**config.mk**
```make
export PLATFORM = sky130hd
export DESIGN_NAME = vend_txn_ctrl
export DESIGN_NICKNAME = d
export VERILOG_FILES = /design/src/rtl/vend_txn_ctrl.sv
export SDC_FILE = /design/constraint.sdc
export NUM_CORES = 1
export LEC_CHECK = 0
export ABC_CLOCK_PERIOD_IN_PS = 6570
export BUFFER_PORTS_ARGS = -buffer_cell sky130_fd_sc_hd__buf_2
export CAP_MARGIN = 15
export CORE_MARGIN = 5
export CORE_UTILIZATION = 50
export DETAILED_ROUTE_END_ITERATION = 6
export MAX_ROUTING_LAYER = met4
export PLACE_DENSITY = 0.71
export SYNTH_ARGS = -nofsm -noshare
export SYNTH_HDL_FRONTEND = slang
export SYNTH_SLANG_ARGS = --single-unit
```
**constraint.sdc**
```tcl
create_clock -name clk -period 6.57 [get_ports clk]
set_clock_uncertainty 0.1 [all_clocks]
set_input_delay 1.314 -clock clk [delete_from_list [all_inputs] [get_ports clk]]
set_output_delay 1.314 -clock clk [all_outputs]
set_load 0.02 [all_outputs]
```
**src/rtl/vend_txn_ctrl.sv**
```systemverilog
// ----------------------------------------------------------------------------
// vend_txn_ctrl : coin credit, item selection, dispense and change sequencing
// Revision 1.0
// ----------------------------------------------------------------------------
`default_nettype none

module vend_txn_ctrl #(
  parameter int PRICE_GRAPE     = 5,
  parameter int PRICE_ORANGE    = 10,
  parameter int PRICE_MANGO     = 15,
  parameter int PRICE_PINEAPPLE = 20,
  parameter int MAX_CREDIT      = 40
) (
  input  logic       clk,
  input  logic       rst_n,
  input  logic       coin_valid,
  input  logic [4:0] coin_val,
  input  logic       sel_valid,
  input  logic [2:0] item_sel,
  input  logic       cancel,
  input  logic       vend_ack,
  input  logic       chg_ack,
  output logic       coin_accept,
  output logic       coin_reject,
  output logic       sel_err,
  output logic       vend_req,
  output logic [2:0] vend_item,
  output logic       vend_done,
  output logic       chg_req,
  output logic [4:0] chg_coin,
  output logic [5:0] credit,
  output logic       busy
);

  typedef enum logic [1:0] {
    IDLE     = 2'd0,
    COLLECT  = 2'd1,
    DISPENSE = 2'd2,
    CHANGE   = 2'd3
  } state_t;

  state_t     state, state_nxt;
  logic [5:0] credit_nxt;
  logic [2:0] vend_item_nxt;
  logic       vend_req_nxt, chg_req_nxt;
  logic [4:0] chg_coin_nxt;
  logic       accept_nxt, reject_nxt, err_nxt, done_nxt;

  logic [6:0] coin_sum;
  logic       coin_val_ok, coin_ok;
  logic       code_ok;
  logic [5:0] price;
  logic [5:0] change_left;

  function automatic logic [4:0] greedy_coin(input logic [5:0] amt);
    if (amt >= 6'd20)      greedy_coin = 5'd20;
    else if (amt >= 6'd10) greedy_coin = 5'd10;
    else if (amt >= 6'd5)  greedy_coin = 5'd5;
    else                   greedy_coin = 5'd0;
  endfunction

  function automatic logic [5:0] price_of(input logic [2:0] code);
    case (code)
      3'd1:    price_of = 6'(PRICE_GRAPE);
      3'd2:    price_of = 6'(PRICE_ORANGE);
      3'd3:    price_of = 6'(PRICE_MANGO);
      3'd4:    price_of = 6'(PRICE_PINEAPPLE);
      default: price_of = 6'd0;
    endcase
  endfunction

  // Sum is one bit wider than credit so the ceiling test cannot wrap.
  assign coin_sum    = {1'b0, credit} + {2'b00, coin_val};
  assign coin_val_ok = (coin_val == 5'd5) || (coin_val == 5'd10) || (coin_val == 5'd20);
  assign coin_ok     = coin_val_ok && (coin_sum <= 7'(MAX_CREDIT));
  assign code_ok     = (item_sel >= 3'd1) && (item_sel <= 3'd4);
  assign price       = price_of(item_sel);
  assign change_left = credit - {1'b0, chg_coin};

  always_comb begin
    state_nxt     = state;
    credit_nxt    = credit;
    vend_item_nxt = vend_item;
    vend_req_nxt  = vend_req;
    chg_req_nxt   = chg_req;
    chg_coin_nxt  = chg_coin;
    accept_nxt    = 1'b0;
    reject_nxt    = 1'b0;
    err_nxt       = 1'b0;
    done_nxt      = 1'b0;

    case (state)
      IDLE, COLLECT: begin
        // cancel outranks coin, coin outranks selection; losers are dropped.
        if (cancel) begin
          if ((state == COLLECT) && (credit != 6'd0)) begin
            state_nxt    = CHANGE;
            chg_req_nxt  = 1'b1;
            chg_coin_nxt = greedy_coin(credit);
          end
        end else if (coin_valid) begin
          if (coin_ok) begin
            credit_nxt = coin_sum[5:0];
            accept_nxt = 1'b1;
            state_nxt  = COLLECT;
          end else begin
            reject_nxt = 1'b1;
          end
        end else if (sel_valid) begin
          if (!code_ok || (credit < price)) begin
            err_nxt = 1'b1;
          end else begin
            credit_nxt    = credit - price;
            vend_item_nxt = item_sel;
            vend_req_nxt  = 1'b1;
            state_nxt     = DISPENSE;
          end
        end
      end

      DISPENSE: begin
        reject_nxt = coin_valid;
        if (vend_ack) begin
          vend_req_nxt = 1'b0;
          done_nxt     = 1'b1;
          if (credit != 6'd0) begin
            state_nxt    = CHANGE;
            chg_req_nxt  = 1'b1;
            chg_coin_nxt = greedy_coin(credit);
          end else begin
            state_nxt = IDLE;
          end
        end
      end

      CHANGE: begin
        reject_nxt = coin_valid;
        if (chg_ack) begin
          credit_nxt = change_left;
          if (change_left == 6'd0) begin
            state_nxt    = IDLE;
            chg_req_nxt  = 1'b0;
            chg_coin_nxt = 5'd0;
          end else begin
            chg_coin_nxt = greedy_coin(change_left);
          end
        end
      end

      default: state_nxt = IDLE;
    endcase
  end

  always_ff @(posedge clk or negedge rst_n) begin
    if (!rst_n) begin
      state       <= IDLE;
      credit      <= 6'd0;
      vend_item   <= 3'd0;
      vend_req    <= 1'b0;
      chg_req     <= 1'b0;
      chg_coin    <= 5'd0;
      coin_accept <= 1'b0;
      coin_reject <= 1'b0;
      sel_err     <= 1'b0;
      vend_done   <= 1'b0;
      busy        <= 1'b0;
    end else begin
      state       <= state_nxt;
      credit      <= credit_nxt;
      vend_item   <= vend_item_nxt;
      vend_req    <= vend_req_nxt;
      chg_req     <= chg_req_nxt;
      chg_coin    <= chg_coin_nxt;
      coin_accept <= accept_nxt;
      coin_reject <= reject_nxt;
      sel_err     <= err_nxt;
      vend_done   <= done_nxt;
      busy        <= (state_nxt == DISPENSE) || (state_nxt == CHANGE);
    end
  end

endmodule

`default_nettype wire

```
Yosys cells after proc, flatten, opt, wreduce, memory -nomap -nowiden
Index checks and enable logic that the tools add are counted.
Widths: inputs -> output; s select.
{ "word_totals": {"regBits": 23, "out_inout_bits": 21, "input_bits": 15, "word_cells": 132} }
{ "op_classes": {"n_bitwise": 3, "n_reduce_logical": 20, "magnitude_cmp": 10, "mux": 60, "n_addsub": 3, "n_eq_ne": 25} }
{ "op_table": {"columns": ["cell", "count"], "rows": [
  ["$mux 5", 8],
  ["$mux 6", 6],
  ["$mux 1", 25],
  ["$mux 2", 10],
  ["$ne 2x2->1 const B", 10],
  ["$pmux 5 s4", 1],
  ["$reduce_and 6->1", 3],
  ["$pmux 5 s3", 1],
  ["$ge 6x3->1 const B", 2],
  ["$ge 6x4->1 const B", 2],
  ["$ge 6x5->1 const B", 2],
  ["$pmux 6 s2", 1],
  ["$reduce_and 5->1", 2],
  ["$ne 3x3->1 const B", 3],
  ["$eq 2x2->1 const B", 4],
  ["$mux 4", 2],
  ["$add 6x5->7", 1],
  ["$le 7x6->1 const B", 1],
  ["$eq 3x2->1 const B", 2],
  ["$logic_not 6->1", 1],
  ["$lt 6x6->1", 1],
  ["$mux 3", 2],
  ["$pmux 2 s3", 1],
  ["$reduce_bool 6->1", 1],
  ["other kinds (19)", 29]
]} }

Logic depth before layout (Yosys ltp)
{ "logic_depth": {"word_depth": 11, "mapped_depth": 11, "mapped_depth_nobuf": 11} }

Least setup slack after synthesis
Ideal clock, no wire load.
{ "synth_timing": {"path_type": "in2reg", "from": "in item_sel[0]", "to": "reg vend_item[0]", "setup_ns": 0.128, "arrival_ns": 3.259, "path_buffers": 1, "cell_stages": 9, "slack_ns": 3.083, "required_ns": 6.342, "path_cell_list": "nor2b_1 ha_1 fa_1 nand2b_1 a21oi_1 o31ai_1 or3_1 clkbuf_1 mux2_1"} }
{ "synth_between": {"elab_chain_cells": 6, "word_cells_on_any_way": 13, "classes_between": "3 x order compare; 4 x eq/ne; 1 x mux; 1 x bitwise; 4 x reduce/logical"} }
{ "synth_lines": {"columns": ["element", "line", "text"], "rows": [
  ["start, declared", "19", "input logic [2:0] item_sel,"],
  ["$eq 3x3->1, or another cell as far along", "63", "case (code)"],
  ["$pmux 5 s4 / $logic_and 1x1->1 (equally long branches)", "63, 76", null],
  ["$lt 6x6->1 / $logic_not 1->1 (equally long branches)", "110", "if (!code_ok || (credit < price)) begin"],
  ["$logic_or 1x1->1", "110", null],
  ["$not 1->1 (no line)", null, null],
  ["$reduce_and 5->1 (no line)", null, null],
  ["end signal, assigned", "170", "vend_item <= vend_item_nxt;"],
  ["end, declared", "27", "output logic [2:0] vend_item,"]
]} }
Parallel ways exist; a longest one is shown, timed or not.
A chain may end at the register's enable or synchronous reset.

==> key figures <==
Global routing
  – All-layer global routing usage: between 20% and 30%
  – First-pass GRT wire length: 8.625 mm
  – Grt ovf: 0
  – Initial antenna violation count: 0
  – Largest net degree at the start of global routing: 22
  – Vias in the first global route: 1,855

Clock tree
  – CTS tree: built
  – Post-CTS sizing: 0
  – Clk sinks: 21
  – H-Tree Depth: 1
  – Setup Buffers After CTS: 0
  – Clock Pin Slew Worst Setup and Hold Paths: approximately 0.08 ns
  – Clock buffer depth: 2
  – TritonCTS Buffers: 3
  – CTS Hold Bufs: 0
  – Clk_lat worst skew: 0.26 ns
  – CTS root buffer: clkbuf_8

Yosys
  – Post-synthesis mux area share: 4.239%
  – Compound-Gate Fraction of Synth Area: 25.44%
  – Post-synthesis sequential area ratio: 26.18%
  – Syn Inst Count: 240
  – Post-synth top area cell: dfrtp_1
  – Cell variety after synth: 51
  – Top cells by area, synth: dfrtp_1 (26%), ha_1 (9.4%), nor2_1 (4.9%)
  – Mapped Nets: 273
  – Ys flop type: dfrtp_1
  – Post-Synth Simple-Gate Area: between 20% and 30%
  – Cell Area, Synth: approximately 2000 µm²
  – Register bit total from synthesis: 21
  – Synth Area in Adders: 12.34%
  – Main combinational cell family by area after synthesis: compound AO/OA/AOI/OAI gates
  – Asr flop ratio synth: 100.0%
  – Avg Cell Area, Syn: 8.362 µm²
  – Post-synth top area share: 26.18%
  – Ys Warns: 0
  – Synth Area in XOR/XNOR: 4.364%
  – EDFF count, synth: 0

Timing
  – Highest achievable clock rate: approximately 280 MHz
  – Final Cycle Share: 53.59%
  – RSZ-0062 raised after global routing: no
  – Setup violations, final: 0
  – Setup_tns: 0 ns
  – Fin crit period: between 3 and 4 ns
  – Slew HR: 49.19%
  – Final hold slack: 0.3870 ns
  – Worst-Margin Slew: approximately 0.76 ns
  – Fin. Hold Viols: 0
  – Slew Viols, Final: 0

Cells and area
  – Antenna diodes: 0
  – Fillers: 389
  – Non-filler cells, final: 319
  – Layout area overhead: 11.72%
  – Final nets: 303
  – Share of cells above drive strength 1: 17.47%

Detailed routing
  – Initial drt markers: ~120
  – DR WL/cell: between 15 and 20 µm
  – Drt total wl: between 5 and 6 mm
  – DRC errors left: 0
  – Pre-Repair DR Iteration Count: 4
  – Routed vias/inst: 5.994
  – Via count: between 1,500 and 2,000
  – Antenna Nets Post-Route: 0

Worst setup path
  – Crit path largest cell delay: 0.45 ns
  – CP Max Fanout: 3
  – Largest delay share family, worst path: compound AO/OA/AOI/OAI gates
  – WS Path Type: in2reg
  – Worst path required time: roughly 6.6 ns
  – Crit path buf inv count: 2
  – Worst path slowest cell: o31ai_1
  – Setup crit end kind: flip-flop
  – Critical Path Start Type: input port
  – FF-to-FF Start: credit[0]
  – WP data arrival: 3.57 ns
  – Worst Setup SP: coin_val[0]
  – Reg2Reg Setup Slack: 3.49 ns
  – CP cell instances: buf_2, ha_1, inv_1, fa_1, nor2b_1, a32oi_1, o311ai_1, and2_1, o31ai_1, nor3_1, o22a_1

Placed design
  – PortBufs: 35
  – # placed instances: ~320
  – Final RePlAce weighted congestion: roughly 0.84
  – Hpwl dp: 3.925 mm

Floorplanning
  – Die area: 5381 µm²
  – Die W: approximately 73 µm
  – Initial Util: ~51%
  – Ports: 36
  – Site Rows: 23
  – CORE AREA: 3943 µm²
  – Die Y: 73.36 µm

Power
  – Tot Pwr: 1.371 mW
  – Worst VDD drop: 0.0002335 V
  – Lkg Pwr: slightly above 1 nW
  – Pwr per Cell Area: 611.3 nW/µm²

Outcome
  – Outcome: finished clean

Flow run
  – Max cap viols: 0

Min path
  – HP Class: reg2reg
  – Hold_sp: vend_item[1]
## worst register-to-register path, cell delays in order (launching register included)
cell and delay, ns:
dfrtp_1 0.47, inv_1 0.17, ha_1 0.19, inv_1 0.05, fa_1 0.41, xnor2_1 0.36
nand2_1 0.09, o21ai_0 0.09, a22oi_1 0.18, o41ai_2 0.54, a21oi_1 0.13, o22a_1 0.19
## kinds of logic (layout without fill, tap and decap cells)
family	Yosys count	in the layout
muxes	7	7
adders and majority gates	18	18
and+or+nand+nor	90	90
DFF	21	21
buffers and inverters	23	52
xor gates and xnor gates	10	10
AOI/OAI and AO/OA	71	71
## per-layer routing
layer	up-vias	part of all wire, %	global-route usage [%]	wire length, µm
met5	-	0	-	0
li1	930	-	-	-
met3	13	4.2	2.873	208
met4	0	2.4	7.042	119
met2	50	49	33.37	2464
met1	919	44	27.21	2219
## metrics by stage
| stage | util [%] | worst slack [ns] | instance area (µm²) |
|---|---|---|---|
| after detailed placement | 55.70 | 2.800 | 2196 |
| after floorplan | - | 3.083 | 2007 |
| final | 56.87 | 3.049 | 2242 |
| after CTS | 56.87 | 3.078 | 2242 |
| after global routing | 56.87 | 2.906 | 2242 |
| after global placement | 55.70 | 2.876 | 2196 |
## final cells by class
cell class,count,area [µm²],share of cell area [%]
Clock inverter,1,5.005,0.2232
Tap cell,50,62.56,2.790
Sequential cell,21,525.5,23.44
Inverter,13,48.80,2.176
Clock buffer,3,41.29,1.842
Multi-Input combinational cell,196,1384,61.72
Timing Repair Buffer,35,175.2,7.813
## layout by cell type (no fill, tap or decap), types with 3 or more instances in the layout
cell	synthesis	layout
o31ai_1	4	4
and3_1	3	3
nand2b_1	11	11
a211oi_1	4	4
or3_1	4	4
dfrtp_1	21	21
nor2_1	26	26
a21oi_1	18	18
nand2_1	19	19
mux2_1	3	3
clkbuf_8	0	3
buf_2	0	35
fa_1	3	3
o311ai_0	3	3
nor2b_1	7	7
o21a_1	5	5
inv_1	13	13
a21o_1	3	3
nor3_1	4	4
nor4_1	3	3
o21ai_0	10	10
ha_1	15	15
nand3_1	5	5
o311ai_1	3	3
xnor2_1	8	8
## final timing paths
kind	to	depth (start not counted)
max	flip-flop	11
min	vend_item[1]	1
max reg2reg	flip-flop	11
min reg2reg	vend_item[1]	1
max in group asynchronous	credit[4]	1
min in group asynchronous	chg_coin[0]	1
## Yosys cell counts (3+ instances only)
cell type	n
ha_1	15
a21oi_1	18
mux2_1	3
nor3_1	4
a211oi_1	4
inv_1	13
o21ai_0	10
dfrtp_1	21
o311ai_1	3
o311ai_0	3
nor2_1	26
nand3_1	5
a21o_1	3
nand2_1	19
nor4_1	3
nand2b_1	11
nor2b_1	7
clkbuf_1	8
fa_1	3
o21a_1	5
and3_1	3
o31ai_1	4
xnor2_1	8
or3_1	4
## registers in the layout (all words and copies together), names as in the netlist, named ones only
signal	flops
vend_req	1
chg_req	1
chg_coin	4
coin_reject	1
vend_done	1
credit	6
vend_item	3
sel_err	1
coin_accept	1
## report_power, final
| part | internal, mW | switching [mW] | total (mW) |
|---|---|---|---|
| combinational | 0.415 | 0.591 | 1.01 |
| sequential | 0.185 | 0.0938 | 0.278 |
| clock | 0.0423 | 0.0436 | 0.0859 |
Note: power is estimated with default switching activity, not from simulation.
